**src/rtl/pc_sequencer.sv**
```systemverilog
// pc_sequencer: program counter with run/halt/error FSM; optional retired-instruction counter under PC_INSTRET_EN
module pc_sequencer #(
    parameter logic [31:0] RESET_PC = 32'h0000_0000
) (
    input  logic        clk_i,
    input  logic        rst_i,
    input  logic        stall_i,
    input  logic        redirect_i,
    input  logic [31:0] redirect_pc_i,
    input  logic        halt_i,
    input  logic        imem_error_i,
    input  logic        ill_instr_i,
    output logic [31:0] pc_o,
    output logic [31:0] pc_plus4_o,
    output logic        valid_o,
    output logic [1:0]  state_o,
    output logic [63:0] instret_o
);
    typedef enum logic [1:0] {RUN = 2'd0, HALT = 2'd1, ERR_ADR = 2'd2, ERR_INS = 2'd3} state_t;
    state_t      state, state_nx;
    logic [31:0] pc, pc_nx;
    assign pc_plus4_o = pc + 32'd4;
    assign pc_o       = pc;
    assign state_o    = state;
    assign valid_o    = (state == RUN);
    // next state and next PC by the RUN priority list; every other state is terminal
    always_comb begin
        state_nx = state;
        pc_nx    = pc;
        if (state == RUN) begin
            if (imem_error_i)                     state_nx = ERR_ADR;
            else if (ill_instr_i)                 state_nx = ERR_INS;
            else if (stall_i)                     pc_nx    = pc;
            else if (halt_i)                      state_nx = HALT;
            else if (redirect_i && |redirect_pc_i[1:0]) state_nx = ERR_ADR;
            else if (redirect_i)                  pc_nx    = redirect_pc_i;
            else                                  pc_nx    = pc_plus4_o;
        end
    end
    // PC and state registers
    always_ff @(posedge clk_i) begin
        if (rst_i) begin
            pc    <= RESET_PC;
            state <= RUN;
        end else begin
            pc    <= pc_nx;
            state <= state_nx;
        end
    end
`ifdef PC_INSTRET_EN
    logic [63:0] instret;
    logic        commit;
    // halt and misaligned-redirect instructions still complete, so only stalls and faults block commit
    assign commit    = (state == RUN) && !(stall_i || imem_error_i || ill_instr_i);
    assign instret_o = instret;
    // retired-instruction counter, wraps at 2^64
    always_ff @(posedge clk_i) begin
        if (rst_i)       instret <= 64'd0;
        else if (commit) instret <= instret + 64'd1;
    end
`else
    assign instret_o = 64'd0;
`endif
endmodule

```
**config.mk**
```make
export PLATFORM = sky130hd
export DESIGN_NAME = pc_sequencer
export DESIGN_NICKNAME = d
export VERILOG_FILES = /design/src/rtl/pc_sequencer.sv
export SDC_FILE = /design/constraint.sdc
export NUM_CORES = 1
export LEC_CHECK = 0
export BUFFER_PORTS_ARGS = -buffer_cell sky130_fd_sc_hd__clkbuf_2
export CORE_MARGIN = 2
export CORE_UTILIZATION = 41
export DETAILED_ROUTE_END_ITERATION = 12
export GPL_ROUTABILITY_DRIVEN = 0
export PLACE_DENSITY = 0.82
export SLEW_MARGIN = 20
export SYNTH_ARGS = -nofsm -noshare
export SYNTH_HDL_FRONTEND = slang
export SYNTH_SLANG_ARGS = --single-unit
```
**constraint.sdc**
```tcl
create_clock -name clk_i -period 1.8 [get_ports clk_i]
set_input_delay 0.36 -clock clk_i [delete_from_list [all_inputs] [get_ports clk_i]]
set_output_delay 0.36 -clock clk_i [all_outputs]
set_load 0.01 [all_outputs]
```
# [Word-level counts from Yosys, hierarchy flattened]
# Cells that the tools add are included.
[classes] eq_ne=1 add_sub_neg=1 n_reduce_logical=6 mux=6 bitwise=5
[ops] op="$add 32x3->32 const B" n=1
[ops] op="$mux 32" n=1
[ops] op="$mux 2" n=5
[ops] op="$reduce_and 6->1" n=1
[ops] op="$not 1->1" n=5
[ops] op="$reduce_bool 4->1" n=1
[ops] op="$ne 3x1->1 const B" n=1
[ops] op="$reduce_and 3->1" n=1
[ops] op="$logic_not 2->1" n=1
[ops] op="$reduce_or 2->1" n=1
[ops] op="$logic_and 1x1->1" n=1
[totals] word_cells=21 out_inout_bits=131 input_bits=39 regBits=34

# [Depth between registers and ports, before layout]
[depth] ltp_word=7 mapped_depth=7 mapped_depth_nobuf=6

# [Worst setup path before layout]
# Ideal clock, no wire load.
[synth_timing] path_type="register to output" startpoint="register pc[2] (netlist: pc_o[2])" endpoint="output pc_plus4_o[16]" n_path_buf=0 setup_slack_ns=-0.355 path_stages_with_launch=6 arrival_time_ns=1.795 path_cell_list="dfxtp_1 ha_1 nand3_2 nor3_4 and3_1 xor2_1"
[synth_between] elab_chain_cells=1
[synth_lines] element="from (decl)" line_no="21" text="logic [31:0] pc, pc_nx;"
[synth_lines] element="from (signal assigned)" line_no="46" text="pc <= pc_nx;"
[synth_lines] element="$add 32x3->32" line_no="22" text="assign pc_plus4_o = pc + 32'd4;"
[synth_lines] element="to (decl)" line_no="14" text="output logic [31:0] pc_plus4_o,"
# No other way between the ends.

# [Final worst setup path]
[layout_timing] startpoint="register pc[24] (netlist: pc_o[24])" endpoint="output pc_plus4_o[27]"
# The elaborated chain is that of the path after synthesis.

==> Implementation_results.wiki <==
{| class="wikitable"
! Metric !! Value
|-
| Result of the run || finished, violations left
|-
| Failing checks || negative setup slack
|-
| Area added between synthesis and finish || 50.7%
|-
| Syn. warnings || 0
|-
| Crit path buffers/inverters || 3
|-
| Number of setup violations in the final report || 25
|-
| Netlist Area Pre-Place || ~0.0031 mm²
|-
| Root Driver || sky130_fd_sc_hd__clkbuf_8
|-
| Fraction of power consumed by sequential logic || a little under half
|-
| Logic gate share of total power || between 10% and 20%
|-
| Count of mapped cells out of synthesis || approximately 400
|-
| Total track usage || 22.7%
|-
| Maximum cell stage delay along the critical path || ~380 ps
|-
| WP data arrival || between 1500 and 2000 ps
|-
| Final hold vios || 0
|-
| Die Area || 0.00819 mm²
|-
| Clock network fraction of total power || 36.7%
|-
| Post-Place Setup Slack || -140 ps
|-
| Die width || 90.5 µm
|-
| Fraction of layout instances using a drive strength above 1 || between 40% and 50%
|-
| Initial detailed-routing violation count || ~210
|-
| Number of max-slew violations in the final report || 0
|-
| Reported leakage power || between 2 and 2.5 nW
|-
| Average cell area after synthesis || 7.63 µm²
|-
| Logic depth of the worst path, buffers included || 7
|-
| Worst Hold Class || input port to flop
|-
| Cell count of the worst hold path || 3
|-
| Worst hold path endpoint || pc_o[14]
|-
| Die boundary height || 90.5 µm
|-
| Number of vias in the routed layout || ~3,400
|-
| Highest clock rate || 454 MHz
|-
| Tmin final || roughly 2200 ps
|-
| Drt via density || between 5 and 6
|-
| Routed WL || between 9000 and 10,000 µm
|-
| Final TNS setup || -6150 ps
|-
| Starting density of the core || 42.3%
|-
| Iteration count of the initial detailed-routing pass || 4
|-
| Required arrival time at the worst endpoint || between 1000 and 1500 ps
|-
| Final setup margin || -400 ps
|-
| Clock-pin slew reported for the worst setup and hold paths after clock tree synthesis || approximately 70 ps
|-
| Aggregate global routing overflow || 0
|-
| DRC violation count after routing || 0
|-
| Kind of end point of the critical path || output port
|-
| Critical path fanouts, max || 6
|-
| CTS buffer count || 5
|-
| Net switching power of the design || between 0.4 and 0.5 mW
|-
| #FFs+latches synth || 34
|-
| Antenna Diode Count || 0
|-
| Hold_sp || redirect_pc_i[14]
|-
| Num rows || 31
|-
| Distinct cell type count of the synthesized netlist || 49
|-
| Largest buffer count on any clock path || 2
|-
| Internal power consumption || about 1.2 mW
|-
| Count of clock tree sinks || 34
|-
| Setup repair after global routing missed its margin || true
|-
| Sequential-to-total area share from yosys stat || ~22%
|-
| Clock skew after layout || around 8.5 ps
|-
| Setup slack of the worst register-to-register path || 40 ps
|-
| Via count of the first global-routing pass || ~3,300
|-
| Crit path max-delay cell type || sky130_fd_sc_hd__dfxtp_2
|-
| Core outline area || 0.00725 mm²
|-
| Post-DP HPWL || roughly 6500 µm
|-
| Number of antenna violations at the first check in global routing || 0
|-
| Pwr/cell area || between 300 and 400 mW/mm²
|-
| Terminus of the critical flop-to-flop path || pc_o[27]
|-
| Worst flop-to-flop path startpoint || pc_o[24]
|-
| ANT nets after route || 0
|-
| Net Sw Frac || between 20% and 30%
|-
| Count of hold buffers inserted by post-cts repair || 0
|-
| Number of buffers added on ports || 105
|-
| Routed len/inst || roughly 14 µm
|-
| Pin count of the biggest net entering global routing || just under 80
|-
| Source-to-sink clock delay at the later pin of the worst-skew pair || 290 ps
|-
| Worst-path cell chain || nand3_4 -> nor4_4 -> buf_4 -> nand4_1 -> xor2_1 -> inv_1 -> clkbuf_2
|-
| Share of the clock period used by the worst path after layout || 122%
|-
| Max VDD drop || 0.309 mV
|-
| R2r worst-path depth || 8
|-
| Number of nets in the layout || 622
|-
| Number of H-tree levels || 2
|-
| TritonCTS clock tree || built
|-
| Max-cap viol count || 0
|-
| Kind of cell with the highest combined delay on the critical path || simple AND/OR/NAND/NOR gates
|-
| Crit path launch type || flop
|-
| I/O pin cnt || 170
|-
| Global-route wire length before repair || between 15,000 and 20,000 µm
|-
| Classification of the worst setup path || flop to output port
|}
[Yosys cell counts (all sizes together)]
cell | number | area [µm²]
buf | 78 | 556
nand2 | 35 | 134
dfxtp | 34 | 681
nor2 | 31 | 116
a21oi | 22 | 110
nand3 | 19 | 138
o21ai | 17 | 85.1
clkbuf | 15 | 56.3
nand4 | 15 | 100
xor2 | 15 | 131
and3 | 14 | 87.6
inv | 13 | 48.8
xnor2 | 13 | 114
a31oi | 10 | 62.6
nor3 | 6 | 41.3
nor4 | 6 | 119
o22ai | 6 | 37.5
a22oi | 5 | 37.5
mux2i | 5 | 50.1
nor2b | 4 | 25.0
o31ai | 4 | 30.0
o41ai | 4 | 35.0
a22o | 3 | 26.3
and2 | 3 | 18.8
and4 | 3 | 26.3
nor3b | 3 | 22.5
a21o | 2 | 15.0
a32o | 2 | 20.0
nand2b | 2 | 12.5
nor4b | 2 | 30.0
a211oi | 1 | 7.51
a32oi | 1 | 8.76
and4b | 1 | 10.0
conb | 1 | 3.75
ha | 1 | 12.5
o211a | 1 | 10.0
o21a | 1 | 7.51
o2bb2ai | 1 | 8.76
o32ai | 1 | 16.3
or3 | 1 | 6.26
or4 | 1 | 11.3
[final cells by class]
| cell class | count | area [µm²] |
|---|---|---|
| fill | 596 | 2630 |
| timing repair buffer | 203 | 1380 |
| clock inverter | 1 | 5.00 |
| tap | 99 | 124 |
| sequential | 34 | 728 |
| inverter | 13 | 48.8 |
| clock buffer | 7 | 86.3 |
| multi-input combinational | 325 | 2250 |
[per-stage QoR]
stage	hold slack (ps)	total power, mW	instances	area [µm²]	util [%]
floorplan	502	1.06	465	3410	-
global placement	465	1.05	641	3950	54.4
detailed placement	465	1.05	641	3950	54.4
CTS	343	1.64	673	4440	61.2
global route	354	1.72	682	4630	63.8
finish	344	1.65	682	4630	63.8
[what timing repair did]
action / in CTS / in global routing
gates resized for setup: 57 / 43
gates cloned: 0 / 0
pin swaps: 30 / 19
setup endpoints to repair: 26 / 33
buffers inserted: 24 / 10
[cells by family after synthesis]
family                   after synthesis  share of synthesized area (%)
AO/OA/AOI/OAI                         81                           16.9
XOR/XNOR                              28                           7.99
adder cells (fa/ha/maj)                1                          0.408
buffers and inverters                106                           21.5
flip-flops                            34                           22.2
multiplexers                           5                           1.63
other                                  1                          0.122
AND/OR/NAND/NOR                      146                           29.3
[power groups by stage]
stage	clock network [mW]	registers [mW]	logic [mW]
4_1_cts	0.608	0.759	0.271
3_3_place_gp	0	0.785	0.263
6_report	0.604	0.760	0.281
2_1_floorplan	0	0.792	0.265
5_1_grt	0.648	0.761	0.309
3_5_place_dp	0	0.786	0.266
[registers in the layout, summed over array words and instances, names as in the netlist]
| name | count |
|---|---|
| pc_o | 32 |
| state_o | 2 |
[cell usage in the layout (no fill, tap or decap), types with 11 or more instances in the layout]
master / n
sky130_fd_sc_hd__a21oi_1: 21
sky130_fd_sc_hd__and3_1: 11
sky130_fd_sc_hd__buf_2: 17
sky130_fd_sc_hd__buf_4: 79
sky130_fd_sc_hd__buf_6: 14
sky130_fd_sc_hd__clkbuf_2: 87
sky130_fd_sc_hd__conb_1: 64
sky130_fd_sc_hd__dfxtp_1: 14
sky130_fd_sc_hd__dfxtp_2: 11
sky130_fd_sc_hd__inv_1: 12
sky130_fd_sc_hd__nand2_1: 31
sky130_fd_sc_hd__nand4_1: 14
sky130_fd_sc_hd__nor2_1: 24
sky130_fd_sc_hd__o21ai_0: 15
sky130_fd_sc_hd__xor2_1: 13
[tightest hold or removal path: stages]
cell                       delay [ps]
sky130_fd_sc_hd__clkbuf_2          80
sky130_fd_sc_hd__nand3_1           70
sky130_fd_sc_hd__a31oi_1           80
[worst max path at each step]
stage          startpoint        endpoint  slack [ps]
2_1_floorplan     pc_o[2]  pc_plus4_o[24]         -80
3_3_place_gp      pc_o[3]  pc_plus4_o[24]         -90
3_5_place_dp      pc_o[3]  pc_plus4_o[20]        -140
4_1_cts          pc_o[15]  pc_plus4_o[27]        -330
5_1_grt           pc_o[3]  pc_plus4_o[27]        -460
6_report         pc_o[24]  pc_plus4_o[27]        -400
[per-layer routing]
metal  GRT usage, %  part of all wire [%]  wire length, µm  vias to the layer above
li1               -                     -                -                     1643
met1           26.9                    40             3930                     1626
met2           40.5                    51             4970                      161
met3           4.42                   7.1              698                       18
met4           8.46                   2.1              202                        0
met5              0                     0                0                        -
Note: power is estimated with default switching activity, not from simulation.
